### src/rtl/audio_scheduler_pkg.sv
// audio_pkg: shared constants, state encoding and chord-root helper for the audio scheduler
package audio_pkg;
  localparam logic [4:0] SILENT_ID = 5'd31;
  localparam int MAX_ID = 23;
  localparam logic [4:0] PROG_OFFSET [0:3] = '{5'd0, 5'd5, 5'd7, 5'd0};
  typedef enum logic [2:0] {IDLE, TONE, TONE_GAP, CHORD, CHORD_GAP} state_t;
  // Root of the chord at a progression step, folded down an octave when it leaves the legal id range.
  function automatic logic [4:0] chord_root(input logic [4:0] key, input logic [1:0] step);
    logic [5:0] sum;
    sum = {1'b0, key} + {1'b0, PROG_OFFSET[step]};
    chord_root = (key > 5'(MAX_ID)) ? SILENT_ID : (sum > 6'(MAX_ID)) ? 5'(sum - 6'd12) : sum[4:0];
  endfunction
endpackage

### src/rtl/audio_scheduler_if.sv
// audio_scheduler_if: tone request, progression control and audio-side outputs of the scheduler
interface audio_scheduler_if;
  logic       tone_valid;
  logic       tone_ready;
  logic [4:0] tone_id1;
  logic [4:0] tone_id2;
  logic [1:0] tone_dur;
  logic       music_en;
  logic [4:0] key;
  logic [4:0] freq_id1;
  logic [4:0] freq_id2;
  logic       new_f;
  logic       music;
  logic [1:0] step;
  logic       busy;
  modport master (
    output tone_valid, tone_id1, tone_id2, tone_dur, music_en, key,
    input  tone_ready, freq_id1, freq_id2, new_f, music, step, busy
  );
  modport slave (
    input  tone_valid, tone_id1, tone_id2, tone_dur, music_en, key,
    output tone_ready, freq_id1, freq_id2, new_f, music, step, busy
  );
endinterface

### src/rtl/audio_scheduler_tone_fifo.sv
// tone_fifo: small synchronous FIFO buffering game tone requests
module tone_fifo #(
  parameter int W   = 12,
  parameter int LOG = 2
) (
  input  logic         clock,
  input  logic         reset,
  input  logic         push_i,
  input  logic         pop_i,
  input  logic [W-1:0] data_i,
  output logic [W-1:0] data_o,
  output logic         full_o,
  output logic         empty_o
);
  localparam int DEPTH = 1 << LOG;
  logic [W-1:0]   mem_q [DEPTH];
  logic [LOG-1:0] wp_q, rp_q;
  logic [LOG:0]   cnt_q;
  logic           push_ok, pop_ok;
  assign full_o  = cnt_q == (LOG+1)'(DEPTH);
  assign empty_o = cnt_q == '0;
  assign push_ok = push_i && !full_o;
  assign pop_ok  = pop_i && !empty_o;
  assign data_o  = mem_q[rp_q];
  // Pointers and occupancy; a simultaneous push and pop leaves the count unchanged.
  always_ff @(posedge clock) begin
    if (!reset) begin
      wp_q  <= '0;
      rp_q  <= '0;
      cnt_q <= '0;
    end else begin
      if (push_ok) wp_q <= wp_q + 1'b1;
      if (pop_ok) rp_q <= rp_q + 1'b1;
      cnt_q <= cnt_q + (LOG+1)'(push_ok) - (LOG+1)'(pop_ok);
    end
  end
  // Storage needs no reset; only slots behind the write pointer are ever read.
  always_ff @(posedge clock) begin
    if (push_ok) mem_q[wp_q] <= data_i;
  end
endmodule

### src/rtl/audio_scheduler.sv
// audio_scheduler: shares the audio datapath between queued game tones and a I-IV-V-I chord loop
module audio_scheduler
  import audio_pkg::*;
#(
  parameter int NOTE_LENGTH = 20,
  parameter int SIL_LENGTH  = 17,
  parameter int FIFO_LOG    = 2
) (
  input logic               clock,
  input logic               reset,
  audio_scheduler_if.slave  bus
);
  localparam int CW = ((NOTE_LENGTH + 3) > (SIL_LENGTH + 1)) ? (NOTE_LENGTH + 3) : (SIL_LENGTH + 1);
  state_t        state_q, state_d;
  logic [CW-1:0] cnt_q, cnt_d;
  logic [4:0]    f1_q, f1_d, f2_q, f2_d;
  logic          newf_q, newf_d, music_q, music_d;
  logic [1:0]    step_q, step_d;
  logic [11:0]   head;
  logic          full, empty, push, pop, abort;
  assign bus.tone_ready = reset && !full;
  assign push           = bus.tone_valid && bus.tone_ready;
  assign abort          = !bus.music_en && (state_q == CHORD || state_q == CHORD_GAP);
  assign bus.freq_id1   = f1_q;
  assign bus.freq_id2   = f2_q;
  assign bus.new_f      = newf_q;
  assign bus.music      = music_q;
  assign bus.step       = step_q;
  assign bus.busy       = state_q != IDLE;
  tone_fifo #(.W(12), .LOG(FIFO_LOG)) u_fifo (
    .clock   (clock),
    .reset   (reset),
    .push_i  (push),
    .pop_i   (pop),
    .data_i  ({bus.tone_id1, bus.tone_id2, bus.tone_dur}),
    .data_o  (head),
    .full_o  (full),
    .empty_o (empty)
  );
  // Next state: tones beat chords in IDLE; a disabled progression aborts a chord even at gap expiry.
  always_comb begin
    state_d = state_q;
    cnt_d   = cnt_q;
    f1_d    = f1_q;
    f2_d    = f2_q;
    newf_d  = 1'b0;
    music_d = music_q;
    step_d  = step_q;
    pop     = 1'b0;
    if (abort) begin
      f1_d    = SILENT_ID;
      f2_d    = SILENT_ID;
      music_d = 1'b0;
      newf_d  = 1'b1;
      step_d  = 2'd0;
      state_d = IDLE;
    end else begin
      case (state_q)
        IDLE: begin
          if (!empty) begin
            pop          = 1'b1;
            {f1_d, f2_d} = head[11:2];
            music_d      = 1'b0;
            newf_d       = 1'b1;
            cnt_d        = CW'(head[1:0] + 3'd1) << NOTE_LENGTH;
            state_d      = TONE;
          end else if (bus.music_en) begin
            f1_d    = chord_root(bus.key, step_q);
            f2_d    = SILENT_ID;
            music_d = 1'b1;
            newf_d  = 1'b1;
            cnt_d   = CW'(1) << NOTE_LENGTH;
            state_d = CHORD;
          end
        end
        TONE, CHORD: begin
          if (cnt_q == CW'(1)) begin
            f1_d    = SILENT_ID;
            f2_d    = SILENT_ID;
            newf_d  = 1'b1;
            cnt_d   = CW'(1) << SIL_LENGTH;
            state_d = (state_q == TONE) ? TONE_GAP : CHORD_GAP;
          end else cnt_d = cnt_q - 1'b1;
        end
        default: begin
          if (cnt_q == '0) begin
            state_d = IDLE;
            step_d  = (state_q == CHORD_GAP) ? step_q + 2'd1 : step_q;
            music_d = (state_q == CHORD_GAP) ? 1'b0 : music_q;
          end else cnt_d = cnt_q - 1'b1;
        end
      endcase
    end
  end
  // State and registered audio-side outputs; reset silences everything without a pulse.
  always_ff @(posedge clock) begin
    if (!reset) begin
      state_q <= IDLE;
      cnt_q   <= '0;
      f1_q    <= SILENT_ID;
      f2_q    <= SILENT_ID;
      newf_q  <= 1'b0;
      music_q <= 1'b0;
      step_q  <= 2'd0;
    end else begin
      state_q <= state_d;
      cnt_q   <= cnt_d;
      f1_q    <= f1_d;
      f2_q    <= f2_d;
      newf_q  <= newf_d;
      music_q <= music_d;
      step_q  <= step_d;
    end
  end
endmodule
### src/flat_wrapper.sv
// flat-port wrapper written by rule: the top's interface ports become plain ports
module audio_scheduler_flat import audio_pkg::*;
#(
  parameter int NOTE_LENGTH = 20,
  parameter int SIL_LENGTH  = 17,
  parameter int FIFO_LOG    = 2
)
  (clock, reset, bus_tone_valid, bus_tone_id1, bus_tone_id2, bus_tone_dur, bus_music_en, bus_key, bus_tone_ready, bus_freq_id1, bus_freq_id2, bus_new_f, bus_music, bus_step, bus_busy);
  audio_scheduler_if bus_i ();
  input logic clock;
  input logic reset;
  input wire logic [$bits(bus_i.tone_valid)-1:0] bus_tone_valid;
  input wire logic [$bits(bus_i.tone_id1)-1:0] bus_tone_id1;
  input wire logic [$bits(bus_i.tone_id2)-1:0] bus_tone_id2;
  input wire logic [$bits(bus_i.tone_dur)-1:0] bus_tone_dur;
  input wire logic [$bits(bus_i.music_en)-1:0] bus_music_en;
  input wire logic [$bits(bus_i.key)-1:0] bus_key;
  output wire logic [$bits(bus_i.tone_ready)-1:0] bus_tone_ready;
  output wire logic [$bits(bus_i.freq_id1)-1:0] bus_freq_id1;
  output wire logic [$bits(bus_i.freq_id2)-1:0] bus_freq_id2;
  output wire logic [$bits(bus_i.new_f)-1:0] bus_new_f;
  output wire logic [$bits(bus_i.music)-1:0] bus_music;
  output wire logic [$bits(bus_i.step)-1:0] bus_step;
  output wire logic [$bits(bus_i.busy)-1:0] bus_busy;
  assign bus_i.tone_valid = bus_tone_valid;
  assign bus_i.tone_id1 = bus_tone_id1;
  assign bus_i.tone_id2 = bus_tone_id2;
  assign bus_i.tone_dur = bus_tone_dur;
  assign bus_i.music_en = bus_music_en;
  assign bus_i.key = bus_key;
  assign bus_tone_ready = bus_i.tone_ready;
  assign bus_freq_id1 = bus_i.freq_id1;
  assign bus_freq_id2 = bus_i.freq_id2;
  assign bus_new_f = bus_i.new_f;
  assign bus_music = bus_i.music;
  assign bus_step = bus_i.step;
  assign bus_busy = bus_i.busy;
  audio_scheduler #(.NOTE_LENGTH(NOTE_LENGTH), .SIL_LENGTH(SIL_LENGTH), .FIFO_LOG(FIFO_LOG)) u_core (.clock(clock), .reset(reset), .bus(bus_i));
endmodule
### config.mk
export PLATFORM = sky130hd
export DESIGN_NAME = audio_scheduler_flat
export DESIGN_NICKNAME = d
export VERILOG_FILES = /design/src/rtl/audio_scheduler_pkg.sv /design/src/rtl/audio_scheduler_if.sv /design/src/rtl/audio_scheduler_tone_fifo.sv /design/src/rtl/audio_scheduler.sv /design/src/flat_wrapper.sv
export SDC_FILE = /design/constraint.sdc
export NUM_CORES = 1
export LEC_CHECK = 0
export CORE_MARGIN = 4
export CORE_UTILIZATION = 32
export CTS_CLUSTER_DIAMETER = 200
export DETAILED_ROUTE_END_ITERATION = 10
export PLACE_DENSITY_LB_ADDON = 0.12
export SYNTH_ARGS = -nofsm -noshare
export SYNTH_HDL_FRONTEND = slang
export SYNTH_HIERARCHICAL = 1
export SYNTH_SLANG_ARGS = --single-unit
### constraint.sdc
create_clock -name clock -period 3.6 [get_ports clock]
set_input_delay 1.08 -clock clock [delete_from_list [all_inputs] [get_ports clock]]
set_output_delay 1.08 -clock clock [all_outputs]
set_load 0.01 [all_outputs]
==> results of run 1 <==
flip-flops by register name, summed over array words and instances (netlist names), named ones only:
| name | flops |
|---|---|
| u_core/u_fifo/mem_q | 48 |
| u_core/bus.freq_id1 | 5 |
| u_core/bus.music | 1 |
| u_core/u_fifo/cnt_q | 3 |
| u_core/bus.new_f | 1 |
| u_core/u_fifo/rp_q | 2 |
| u_core/u_fifo/wp_q | 2 |
| u_core/state_q | 3 |
| u_core/cnt_q | 23 |
| u_core/bus.freq_id2 | 5 |
| u_core/bus.step | 2 |
path summary, 6_finish.rpt:
check | from | end | slack [ps] | depth (start not counted)
hold reg to reg | u_core/cnt_q[10] | u_core/cnt_q[10] | 490 | 2
setup / recovery | bus_key[2] | u_core/bus.freq_id1[4] | 220 | 11
hold / removal | u_core/cnt_q[10] | u_core/cnt_q[10] | 490 | 2
setup reg to reg | u_core/bus.step[0] | u_core/bus.freq_id1[4] | 630 | 13
worst register-to-register path: stages (launching register included):
cell and delay, ps:
dfxtp_1 360, inv_1 50, ha_1 290, inv_1 80, ha_1 310, a21oi_1 190, a21boi_0 140, or2_2 320
ha_1 220, and3_1 190, a311o_1 320, o211ai_1 140, and3_1 170, o21ai_1 50
cell families (layout without fill, tap and decap cells):
family	count (synthesis)	count (layout)	share of synthesized area (%)
adder cells (fa/ha/maj)	18	18	5.13
multiplexers	16	16	6.63
flip-flops	97	97	51.8
AO/OA/AOI/OAI	98	98	13.9
buffers and inverters	35	98	3.45
AND/OR/NAND/NOR	139	139	18.2
XOR/XNOR	5	5	0.936
final cells by class:
cell class / instances / area (um2)
tap: 180 / 225
clock buffer: 10 / 229
multi-input combinational: 276 / 2100
clock inverter: 6 / 50.0
inverter: 17 / 63.8
timing repair buffer: 65 / 578
sequential: 97 / 2420
fill: 1379 / 8430
layout by cell type, fill, tap and decap left out, types with 4 or more instances in the layout:
cell type / n
a21oi_1: 29
buf_4: 29
ha_1: 16
clkdlybuf4s50_1: 36
nand2b_1: 5
or2_2: 6
o31ai_1: 6
nor2b_1: 6
nor3_1: 5
inv_1: 16
nand2_1: 18
or3_1: 9
o21ai_1: 13
o21ai_0: 9
or4_1: 7
clkbuf_16: 9
nand4bb_1: 4
nor2_1: 28
and2_1: 8
dfxtp_1: 49
nand3_1: 11
nor4b_1: 5
edfxtp_1: 48
mux2i_1: 4
o41ai_1: 6
xnor2_1: 5
mux4_2: 12
metal layers:
| layer | up-vias | wire length, um |
|---|---|---|
| li1 | 1679 | - |
| met4 | 0 | 190 |
| met3 | 12 | 432 |
| met5 | - | 0 |
| met1 | 1659 | 5110 |
| met2 | 63 | 5010 |
power by group:
group | internal (W) | switching (W) | total (W)
logic | 0.00104 | 0.00137 | 0.00241
clock network | 0.000479 | 0.000433 | 0.000912
registers | 0.00138 | 0.000215 | 0.00160
total | 0.00290 | 0.00202 | 0.00491
metrics by stage:
step | hold WS, ps | cell area [um2] | power, W | TNS (ps)
floorplan | 453 | 4680 | 0.00330 | 0
global placement | 468 | 5390 | 0.00400 | -46.3
detailed placement | 478 | 5390 | 0.00404 | -164
CTS | 489 | 5660 | 0.00499 | 0
global route | 500 | 5660 | 0.00534 | 0
finish | 486 | 5660 | 0.00491 | 0
==> summary.md, run 1 <==
| Metric | Value |
|---|---|
| Synth top area cells | edfxtp_1 31%, dfxtp_1 21%, mux4_2 5.8% |
| Required time worst endpoint | 3810 ps |
| Drt total wl | 10,700 um |
| RSZ-0062 raised after global routing | no |
| CTS Sinks | 97 |
| Netlist cell types | 68 |
| Yosys warning count | 6 |
| CTS Buf Count | 9 |
| Diode count | 0 |
| Num rows | 43 |
| EDFF count, synth | 48 |
| Fin util | 40.2% |
| Core Area | 0.0141 mm2 |
| Clock H-tree levels | 3 |
| Postcts setup bufs | 0 |
| Syn Inst Count | 408 |
| Cell Chain, Critical Path | clkdlybuf4s50_1, ha_1, a21oi_1, a21boi_0, or2_2, ha_1, and3_1, a311o_1, o211ai_1, and3_1, o21ai_1 |
| Die Ht | 129 um |
| Met2 usage | 21.4% |
| Clk Tree Root Cell | clkbuf_16 |
| Vias in the first global route | 3,383 |
| WS Path Type | in -> reg |
| Number of routed nets with antenna violations | 0 |
| DRC viols | 0 |
| Area share of the largest cell type after synthesis | 30.8% |
| Initial DRT Pass Iterations | 4 |
| Relative slew margins | 43.9% |
| Share of layout cells above drive strength 1 | 16.8% |
| CP max stage delay | 500 ps |
| Initial antenna violation count | 0 |
| Post-Syn Area | 0.00468 mm2 |
| # nets final | 505 |
| Fmax | 296 MHz |
| Die width | 129 um |
| Final WS setup | 222 ps |
| DR vias | 3,413 |
| Top-count cell post-synth | dfxtp_1 |
| Max VDD drop | 0.000307 V |
| Critical path's top delay family | compound AO/OA/AOI/OAI gates |
| Worst setup SP type | input port |
| Worst-skew pair later-pin latency | 350 ps |
| GR Overflow Total | 0 |
| Register bit count reported by yosys | 97 |
| Clk_skew | 9.04 ps |
| Largest net degree at the start of global routing | 20 |
| M1 GR Usage | 18.2% |
| Post-DR vias/cell | 5.24 |
| CP endpoint kind | flip-flop |
| Pwr dens | 868 mW/mm2 |
| Placed insts | 635 |
| Synth area leader | edfxtp_1 |
| Final period util | 93.8% |
| GPL Wtd Cong | 0.816 |
| Met3 global-route usage | 2.82% |
| Die area | 0.0166 mm2 |
| Layout Cells excl Fill | 651 |
| Fin. max-slew vios | 0 |
| Minimum clock period | 3380 ps |
| Global-route wire length before repair | 17,400 um |
| CTS tree | built |
| Final Hold Fails | 0 |
| Pre-CTS setup slack | -153 ps |
| PostCTS Resize Cnt | 0 |
| Buffers & Inverters on Critical Path | 1 |
| Main synth FF type | dfxtp_1 |
| Worst-path fanout max | 2 |
| FFs w/ async S/R, synth | 0% |
| Hold WC Path Type | reg -> reg |
| Final setup viols | 0 |
| Area growth syn-to-layout | 21.0% |
| Max Cap Viol | 0 |
| 1st-iter DRT viols | 170 |
| Status | finished clean |
| Dpl hpwl | 7560 um |
| Crit path DAT | 3590 ps |
| Routed len/inst | 16.5 um |
| Starting Density | 33.2% |
| Worst-path clk slew | 70 ps |
| Post-synthesis average cell area | 11.5 um2 |
| Clock buffer depth | 2 |
| Synth top cells by count | 49 x dfxtp_1, 48 x edfxtp_1, 29 x a21oi_1, 28 x nor2_1, 18 x nand2_1 |
| GR Util All Layers | 13.6% |
| Crit-path slowest cell | clkdlybuf4s50_1 |
| Worst-Margin Slew | 837 ps |
| IO Count | 37 |
| Top Usage Layer GRT | met2 |
| Post-synthesis net count | 447 |
| IO Port Bufs | 36 |
| Cts-stage hold buffer count | 0 |
| Sequential-to-total area share from yosys stat | 51.8% |
| Pleak | 2.03 nW |
(Power assumes the default switching activity.)
==> inputs of run 2 (changes only) <==
--- a/config.mk
+++ b/config.mk
@@ -8,4 +8,4 @@
 export CORE_MARGIN = 4
-export CORE_UTILIZATION = 32
-export CTS_CLUSTER_DIAMETER = 200
+export CORE_UTILIZATION = 58
+export CTS_CLUSTER_DIAMETER = 30
 export DETAILED_ROUTE_END_ITERATION = 10
--- a/constraint.sdc
+++ b/constraint.sdc
@@ -3,2 +3,2 @@
 set_output_delay 1.08 -clock clock [all_outputs]
-set_load 0.01 [all_outputs]
+set_load 0.05 [all_outputs]
==> run 2 against run 1 <==
Net effect:
- global-route usage grew 7.6 points
- die area shrank 42%
- sequential share of layout area grew 1.8 points
- combinational power grew 3%
- highest routed layer unchanged
- largest cell class unchanged
- maximum frequency grew 1.3%
- critical path depth grew 2
- design area shrank 4.0%
==> summary.md, run 2 (synthesis gave the netlist of run 1 again) <==
| Metric | Value |
|---|---|
| Area growth syn-to-layout | 16.3% |
| Cts-stage hold buffer count | 0 |
| Required time worst endpoint | 3840 ps |
| Final Hold Fails | 0 |
| Dpl hpwl | 6740 um |
| Switching Fraction | 44.6% |
| R2r startpoint | u_core/bus.step[0] |
| # nets final | 499 |
| RSZ-0062 raised after global routing | no |
| Postcts setup bufs | 0 |
| DR vias | 3,437 |
| Relative slew margins | 38.7% |
| Worst-skew pair later-pin latency | 360 ps |
| Starting Density | 60.2% |
| Max VDD drop | 0.000416 V |
| Clk Tree Root Cell | clkbuf_8 |
| Vias in the first global route | 3,329 |
| 1st-iter DRT viols | 204 |
| Num rows | 32 |
| Most frequent cells in the layout | 49 x dfxtp_1, 48 x edfxtp_1, 35 x clkdlybuf4s50_1 |
| CP endpoint kind | flip-flop |
| Clock H-tree levels | 3 |
| Die Ht | 97.8 um |
| Number of routed nets with antenna violations | 0 |
| Commonest non-fill, non-tap cell in the layout | dfxtp_1 |
| Die area | 0.00957 mm2 |
| Crit path DAT | 3580 ps |
| Sw power | 0.00213 W |
| Hold path start | u_core/u_fifo/rp_q[1] |
| Final setup viols | 0 |
| DR WL met3 | 447 um |
| Final period util | 92.6% |
| Worst-path fanout max | 2 |
| Max FFs per register | 48 |
| WS Path Type | in -> reg |
| Initial DRT Pass Iterations | 4 |
| Pre-CTS setup slack | -115 ps |
| GR Util All Layers | 21.1% |
| Hold WC Path Type | reg -> reg |
| CTS Sinks | 97 |
| Clock Power Share | 14.1% |
| Share of layout cells above drive strength 1 | 16.1% |
| Pleak | 1.97 nW |
| Sequential share of power | 33.9% |
| GPL Wtd Cong | 0.836 |
| Final TNS setup | 0 ps |
| Core Area | 0.00777 mm2 |
| Internal power | 0.00265 W |
| Worst-path clk slew | 100 ps |
| IO Port Bufs | 36 |
| Crit path from | bus_key[2] |
| Worst setup SP type | input port |
| Initial antenna violation count | 0 |
| DR WL met2 | 4790 um |
| Minimum clock period | 3330 ps |
| Clock buffer depth | 2 |
| Die width | 97.8 um |
| IO Count | 37 |
| Final WS setup | 266 ps |
| Worst-Margin Slew | 914 ps |
| GR Overflow Total | 0 |
| Clk_skew | 12.0 ps |
| Drt total wl | 9660 um |
| DRC viols | 0 |
| Status | finished clean |
| CTS Buf Count | 9 |
| CTS tree | built |
| M1 wire length | 4290 um |
| Hold slack | 492 ps |
| Post-DR vias/cell | 6.06 |
| Routed len/inst | 17.0 um |
| Tot Pwr | 0.00478 W |
| Global-route wire length before repair | 16,300 um |
| Largest regs | u_core/u_fifo/mem_q: 48 flops, u_core/cnt_q: 23 flops |
| Top Layer Used | met4 |
| Largest net degree at the start of global routing | 24 |
| Fin. max-slew vios | 0 |
| Pwr dens | 880 mW/mm2 |
| Diode count | 0 |
| Max Cap Viol | 0 |
| Fmax | 300 MHz |
| Combinational Power Share | 52.0% |
| Reg with most FFs | u_core/u_fifo/mem_q |
| PostCTS Resize Cnt | 0 |
-- run 2: area by class of cell --
| cell class | instances | area [um2] |
|---|---|---|
| flip-flops and latches | 97 | 2420 |
| fillers | 564 | 2330 |
| multi-input cells | 276 | 2100 |
| repair buffers | 59 | 543 |
| well taps | 102 | 128 |
| clock buffers | 9 | 124 |
| inverters | 17 | 63.8 |
| clock inverters | 7 | 61.3 |
-- run 2: worst paths after layout --
kind / cells past startpoint / slack (ps) / endpoint
worst max-delay path: 13 / 270 / u_core/bus.freq_id1[4]
worst min-delay path: 2 / 490 / u_core/u_fifo/rp_q[1]
worst max register to register: 13 / 640 / u_core/bus.freq_id1[4]
worst min register to register: 2 / 490 / u_core/u_fifo/rp_q[1]
-- run 2: critical path: stages --
cell	delay, ps
clkdlybuf4s50_1	440
ha_1	310
a21oi_1	80
buf_4	140
nand2_1	80
nor2_1	40
or2_2	300
ha_1	210
and3_1	200
a311o_1	310
o211ai_1	160
and3_1	170
o21ai_1	60
-- run 2: stage by stage --
stage          utilization (%)  instance area [um2]  cells
2_1_floorplan                -                 4680    408
3_3_place_gp              67.7                 5260    551
3_5_place_dp              67.7                 5260    551
4_1_cts                   70.0                 5440    567
5_1_grt                   70.0                 5440    567
6_report                  70.0                 5440    567
-- run 2: power groups by stage --
stage          combinational, W  sequential (W)  clock (W)
4_1_cts                 0.00248         0.00162   0.000687
3_5_place_dp            0.00246         0.00164          0
2_1_floorplan           0.00175         0.00172          0
6_report                0.00249         0.00162   0.000675
3_3_place_gp            0.00241         0.00163          0
5_1_grt                 0.00274         0.00167   0.000737
-- run 2: layer usage --
layer / up-vias / track usage, %
li1: 1673 / -
met1: 1656 / 29.2
met2: 96 / 34.3
met3: 12 / 3.00
met4: 0 / 7.45
met5: - / 0
==> inputs of run 3 (changes only) <==
CORE_ASPECT_RATIO = 1.5   (was unset)
==> run 3 against run 2 <==
Net effect:
- clock skew fell by 5.6 ps
- sequential share of layout area fell by 0.98 points
- power increased by 5.0%
- clock power increased by 33%
- critical path depth shrank 2
- cell count is 0.53% higher
- die area up 0.32%
- sequential cell count did not move
- worst hold slack got worse by 3.4 ps
- sequential power is essentially flat
- register-to-register slack better by 20 ps
==> summary.md, run 3 (synthesis gave the netlist of run 1 again) <==
| Metric | Value |
|---|---|
| CTS Buf Count | 9 |
| Clock Power Share | 17.9% |
| Crit path DAT | 3570 ps |
| R2r setup slk | 660 ps |
| DR vias | 3,474 |
| Area occupied by multi-input gates | 0.00210 mm2 |
| Global-route wire length before repair | 16,400 um |
| Final setup viols | 0 |
| Tot Pwr | 0.00503 W |
| Diode count | 0 |
| Fmax | 299 MHz |
| GR Overflow Total | 0 |
| Largest net degree at the start of global routing | 22 |
| Pre-CTS setup slack | -88.3 ps |
| WS Path Type | in -> reg |
| Filler cell count | 545 |
| Die width | 81.3 um |
| Clock buffer depth | 2 |
| Status | finished clean |
| Commonest non-fill, non-tap cell in the layout | dfxtp_1 |
| Fin. max-slew vios | 0 |
| # nets final | 502 |
| Relative slew margins | 33.0% |
| Vias in the first global route | 3,406 |
| Starting Density | 60.3% |
| Layout Cells excl Fill | 570 |
| CP endpoint kind | flip-flop |
| Sequential share of power | 31.8% |
| Switching Fraction | 42.6% |
| Post-DR vias/cell | 6.09 |
| Max FFs per register | 48 |
| Hold WC Path Type | reg -> reg |
| Pleak | 2.03 nW |
| Num rows | 39 |
| Final WS setup | 253 ps |
| Initial antenna violation count | 0 |
| Worst-Margin Slew | 998 ps |
| Combinational Power Share | 50.3% |
| Final TNS setup | 0 ps |
| Die area | 0.00960 mm2 |
| Required time worst endpoint | 3820 ps |
| Cell Chain, Critical Path | clkdlybuf4s50_1, ha_1, a21oi_1, a21boi_0, or2_2, ha_1, and3_1, a311o_1, o211ai_1, and3_1, o21ai_1 |
| CTS tree | built |
| Minimum clock period | 3350 ps |
| Largest regs | u_core/u_fifo/mem_q: 48 flops, u_core/cnt_q: 23 flops |
| Register area | 0.00242 mm2 |
| Clock H-tree levels | 3 |
| Postcts setup bufs | 0 |
| RSZ-0062 raised after global routing | no |
| Dpl hpwl | 6910 um |
| Drt total wl | 9730 um |
| Routed len/inst | 17.1 um |
| Core Area | 0.00776 mm2 |
| Worst setup SP type | input port |
| Max VDD drop | 0.000498 V |
| Area growth syn-to-layout | 18.9% |
| Finished Cell Area | 0.00556 mm2 |
| Cts-stage hold buffer count | 0 |
| Reg with most FFs | u_core/u_fifo/mem_q |
| Crit-path slowest cell | clkdlybuf4s50_1 |
| PostCTS Resize Cnt | 0 |
| Final period util | 93.0% |
| Initial DRT Pass Iterations | 5 |
| Placed insts | 554 |
| Placed Area | 0.00528 mm2 |
| Final Hold Fails | 0 |
| CP max stage delay | 500 ps |
| Critical path's top delay family | compound AO/OA/AOI/OAI gates |
| Clk Tree Root Cell | clkbuf_16 |
| IO Port Bufs | 36 |
| Worst-path clk slew | 70 ps |
| Worst-path fanout max | 2 |
| Internal power | 0.00288 W |
| Pwr dens | 903 mW/mm2 |
| CTS Sinks | 97 |
| Die Ht | 118 um |
| Clk_skew | 6.44 ps |
| Worst-skew pair later-pin latency | 330 ps |
| IO Count | 37 |
| Share of layout cells above drive strength 1 | 16.9% |
| DRC viols | 0 |
| GPL Wtd Cong | 0.822 |
| GR Util All Layers | 21.8% |
| 1st-iter DRT viols | 255 |
| Most frequent cells in the layout | 49 x dfxtp_1, 48 x edfxtp_1, 35 x clkdlybuf4s50_1 |
| Buffers & Inverters on Critical Path | 1 |
| Sw power | 0.00214 W |
| Number of routed nets with antenna violations | 0 |
| Max Cap Viol | 0 |
[run 3: worst paths after layout]
| check | start | to | depth (start not counted) |
|---|---|---|---|
| min reg2reg | u_core/cnt_q[13] | u_core/cnt_q[13] | 2 |
| max reg2reg | u_core/bus.step[0] | u_core/bus.freq_id1[4] | 13 |
| max | bus_key[2] | u_core/bus.freq_id1[4] | 11 |
| min | u_core/cnt_q[13] | u_core/cnt_q[13] | 2 |
[run 3: worst reg2reg max path: stages (launching register included)]
cell,delay [ps]
dfxtp_1,370
inv_1,60
ha_1,290
inv_1,70
ha_1,310
a21oi_1,190
a21boi_0,140
or2_2,330
ha_1,220
and3_1,190
a311o_1,310
o211ai_1,140
and3_1,170
o21ai_1,50
[run 3: routing by layer]
metal	vias up	track usage [%]	wire length, um
li1	1675	-	-
met1	1685	27.6	3940
met2	94	36.2	5230
met3	20	2.76	364
met4	0	10.1	202
met5	-	0	0
[run 3: layout make-up]
type	instances	area share, %
clock buffers	9	4.05
clock inverters	7	1.08
inverters	17	1.15
multi-input cells	276	37.7
flip-flops and latches	97	43.5
well taps	102	2.29
repair buffers	62	10.2
[run 3: power groups by stage]
stage | clock, W | combinational (W) | sequential, W
after floorplan | 0 | 0.00175 | 0.00172
after global placement | 0 | 0.00245 | 0.00161
after detailed placement | 0 | 0.00250 | 0.00162
after CTS | 0.000925 | 0.00252 | 0.00159
after global routing | 0.000976 | 0.00278 | 0.00163
final | 0.000901 | 0.00253 | 0.00160
[run 3: metrics by stage]
stage / util, % / hold slack, ps
after floorplan: - / 453
after global placement: 68.0 / 461
after detailed placement: 68.0 / 475
after CTS: 71.7 / 486
after global routing: 71.7 / 519
final: 71.7 / 488
==> RTL edit, RTL diff (config.mk and constraints of run 1) <==
`FIFO_LOG` is set to 2 in 2 places; all go to 3.
--- a/src/rtl/audio_scheduler.sv
+++ b/src/rtl/audio_scheduler.sv
@@ -4,7 +4,7 @@
 #(
   parameter int NOTE_LENGTH = 20,
   parameter int SIL_LENGTH  = 17,
-  parameter int FIFO_LOG    = 2
+  parameter int FIFO_LOG    = 3
 ) (
   input logic               clock,
   input logic               reset,
--- a/src/flat_wrapper.sv
+++ b/src/flat_wrapper.sv
@@ -3,7 +3,7 @@
 #(
   parameter int NOTE_LENGTH = 20,
   parameter int SIL_LENGTH  = 17,
-  parameter int FIFO_LOG    = 2
+  parameter int FIFO_LOG    = 3
 )
   (clock, reset, bus_tone_valid, bus_tone_id1, bus_tone_id2, bus_tone_dur, bus_music_en, bus_key, bus_tone_ready, bus_freq_id1, bus_freq_id2, bus_new_f, bus_music, bus_step, bus_busy);
   audio_scheduler_if bus_i ();
Check against the original RTL: not equivalent (a bounded check fails within 10 cycles, from zero or initial values and one cycle with reset low).
==> RTL edit against run 1 <==
Total power rose by 19%. Setup slack worse by 0.15 ns. Area after synthesis grew 46%. Cell area is 46% higher. Sequential cell count rose by 52. Wire length is 42% higher. Highest routed layer unchanged. Global-route usage decreased by 0.53 points. Via count is 30% higher.
==> RTL edit: results (changes against run 1) <==
{| class="wikitable"
! Metric !! Value
|-
| Result of the run || completed (unchanged)
|-
| Transition time at the pin with the least slew margin || 0.9801 ns (was 0.8372 ns)
|-
| Async S/R FF share, synth || 0% (unchanged)
|-
| Global-route total usage across every layer || 13.02% (was 13.55%)
|-
| Distinct cells, synth || 69 (was 68)
|-
| Maximum number of pins on one net before global-route repair || 25 (was 20)
|-
| Biggest registers after layout || u_core/u_fifo/mem_q: 96 flops, u_core/cnt_q: 23 flops (was u_core/u_fifo/mem_q: 48 flops, u_core/cnt_q: 23 flops)
|-
| Worst-case clock skew || 0.01058 ns (was 0.009040 ns)
|-
| Ratio of cells with drive above 1 in the final layout || 18.14% (was 16.77%)
|-
| Net count reported at finish || 617 (was 505)
|-
| Met3 demand-to-capacity share in global routing || 2.994% (was 2.823%)
|-
| Count of flip-flops with a built-in enable after synthesis || 96 (was 48)
|-
| Post-detailed-placement half-perimeter wirelength || 10130 µm (was 7555 µm)
|-
| Routed Wire Length || 15220 µm (was 10740 µm)
|-
| Synthesized Nets || 552 (was 447)
|-
| Main synth FF type || sky130_fd_sc_hd__edfxtp_1 (was sky130_fd_sc_hd__dfxtp_1)
|-
| Global-route met2 utilization || 20.80% (was 21.43%)
|-
| Top area cells in the synthesized netlist || sky130_fd_sc_hd__edfxtp_1, sky130_fd_sc_hd__dfxtp_1, sky130_fd_sc_hd__mux4_1 (was sky130_fd_sc_hd__edfxtp_1, sky130_fd_sc_hd__dfxtp_1, sky130_fd_sc_hd__mux4_2)
|-
| Number of hold-slack violations in the final timing report || 0 (unchanged)
|-
| Met1 Usage GRT || 17.60% (was 18.18%)
|-
| Number of fill cells || 1962 (was 1379)
|-
| Peak supply drop || 0.3517 mV (was 0.3065 mV)
|-
| Vias after detailed routing || 4444 (was 3413)
|-
| Sequential fraction of the synthesis area || 57.59% (was 51.76%)
|-
| Last weighted congestion value of the routability-driven placer || 0.8005 (was 0.8156)
|-
| Number of levels in the clock H-tree || 4 (was 3)
|-
| Worst path required time || 2.52 ns (was 3.81 ns)
|-
| Global-route wire length before repair || 24340 µm (was 17430 µm)
|-
| Final-layout worst hold slack || 0.4804 ns (was 0.4865 ns)
|}
[RTL edit: changes by cell type in the layout (fill, tap and decap cells not counted), sizes merged, moves of 4 or more]
cell,change
clkbuf,+7
nand2,+6
nand2b,+5
edfxtp,+48
mux2i,+5
inv,+6
buf,+4
mux2,+12
dfxtp,+4
mux4,+12
[RTL edit: critical path, stage by stage]
cell and delay [ns]:
sky130_fd_sc_hd__clkdlybuf4s50_1 0.49, sky130_fd_sc_hd__inv_1 0.13, sky130_fd_sc_hd__nor2_1 0.18, sky130_fd_sc_hd__clkdlybuf4s50_1 0.57
[RTL edit: metrics by stage]
step / setup TNS (ns) / instances / util (%) / worst slack [ns]
after floorplan: 0 / 512 / - / 0.2208
after global placement: -0.01286 / 833 / 36.63 / -0.01286
after detailed placement: -0.09909 / 833 / 36.63 / -0.09909
after CTS: 0 / 865 / 39.31 / 0.08752
after global routing: 0 / 865 / 39.31 / 0.02399
final: 0 / 865 / 39.31 / 0.06840
[RTL edit: final timing paths]
| check | startpoint | endpoint |
|---|---|---|
| worst min-delay path | u_core/cnt_q[13]$_SDFFE_PN0P_ | u_core/cnt_q[13]$_SDFFE_PN0P_ |
| worst max register to register | u_core/bus.step[0]$_SDFFE_PP0P_ | u_core/bus.freq_id1[4]$_SDFFE_PP1P_ |
| worst max-delay path | reset | bus_tone_ready |
| worst min register to register | u_core/cnt_q[13]$_SDFFE_PN0P_ | u_core/cnt_q[13]$_SDFFE_PN0P_ |
[RTL edit: cell families after synthesis]
kind of cell,count (synthesis),synth area share (%)
xor gates and xnor gates,5,0.6395
muxes,45,12.33
AOI/OAI and AO/OA,101,9.848
buffers and inverters,39,2.704
adders and majority gates,19,3.691
and+or+nand+nor,154,13.19
DFF,149,57.59
[RTL edit: metal layers]
metal | up-vias | wire length [µm]
met1 | 2213 | 7386
met3 | 15 | 446
met4 | 0 | 249
met5 | - | 0
li1 | 2152 | -
met2 | 64 | 7139
[RTL edit: where the power goes]
| group | leakage [µW] | switching [µW] | internal, µW | total [µW] |
|---|---|---|---|---|
| Combinational | 0.00132 | 1090 | 897 | 1990 |
| Clock | 0.000274 | 767 | 913 | 1680 |
| Sequential | 0.00130 | 173 | 2010 | 2180 |
[RTL edit: cell type report]
class | instances | area share, %
clock buffer | 17 | 5.148
clock inverter | 15 | 1.651
inverter | 16 | 0.7268
multi-input combinational | 324 | 33.22
sequential | 149 | 47.73
tap | 275 | 4.164
timing repair buffer | 69 | 7.359
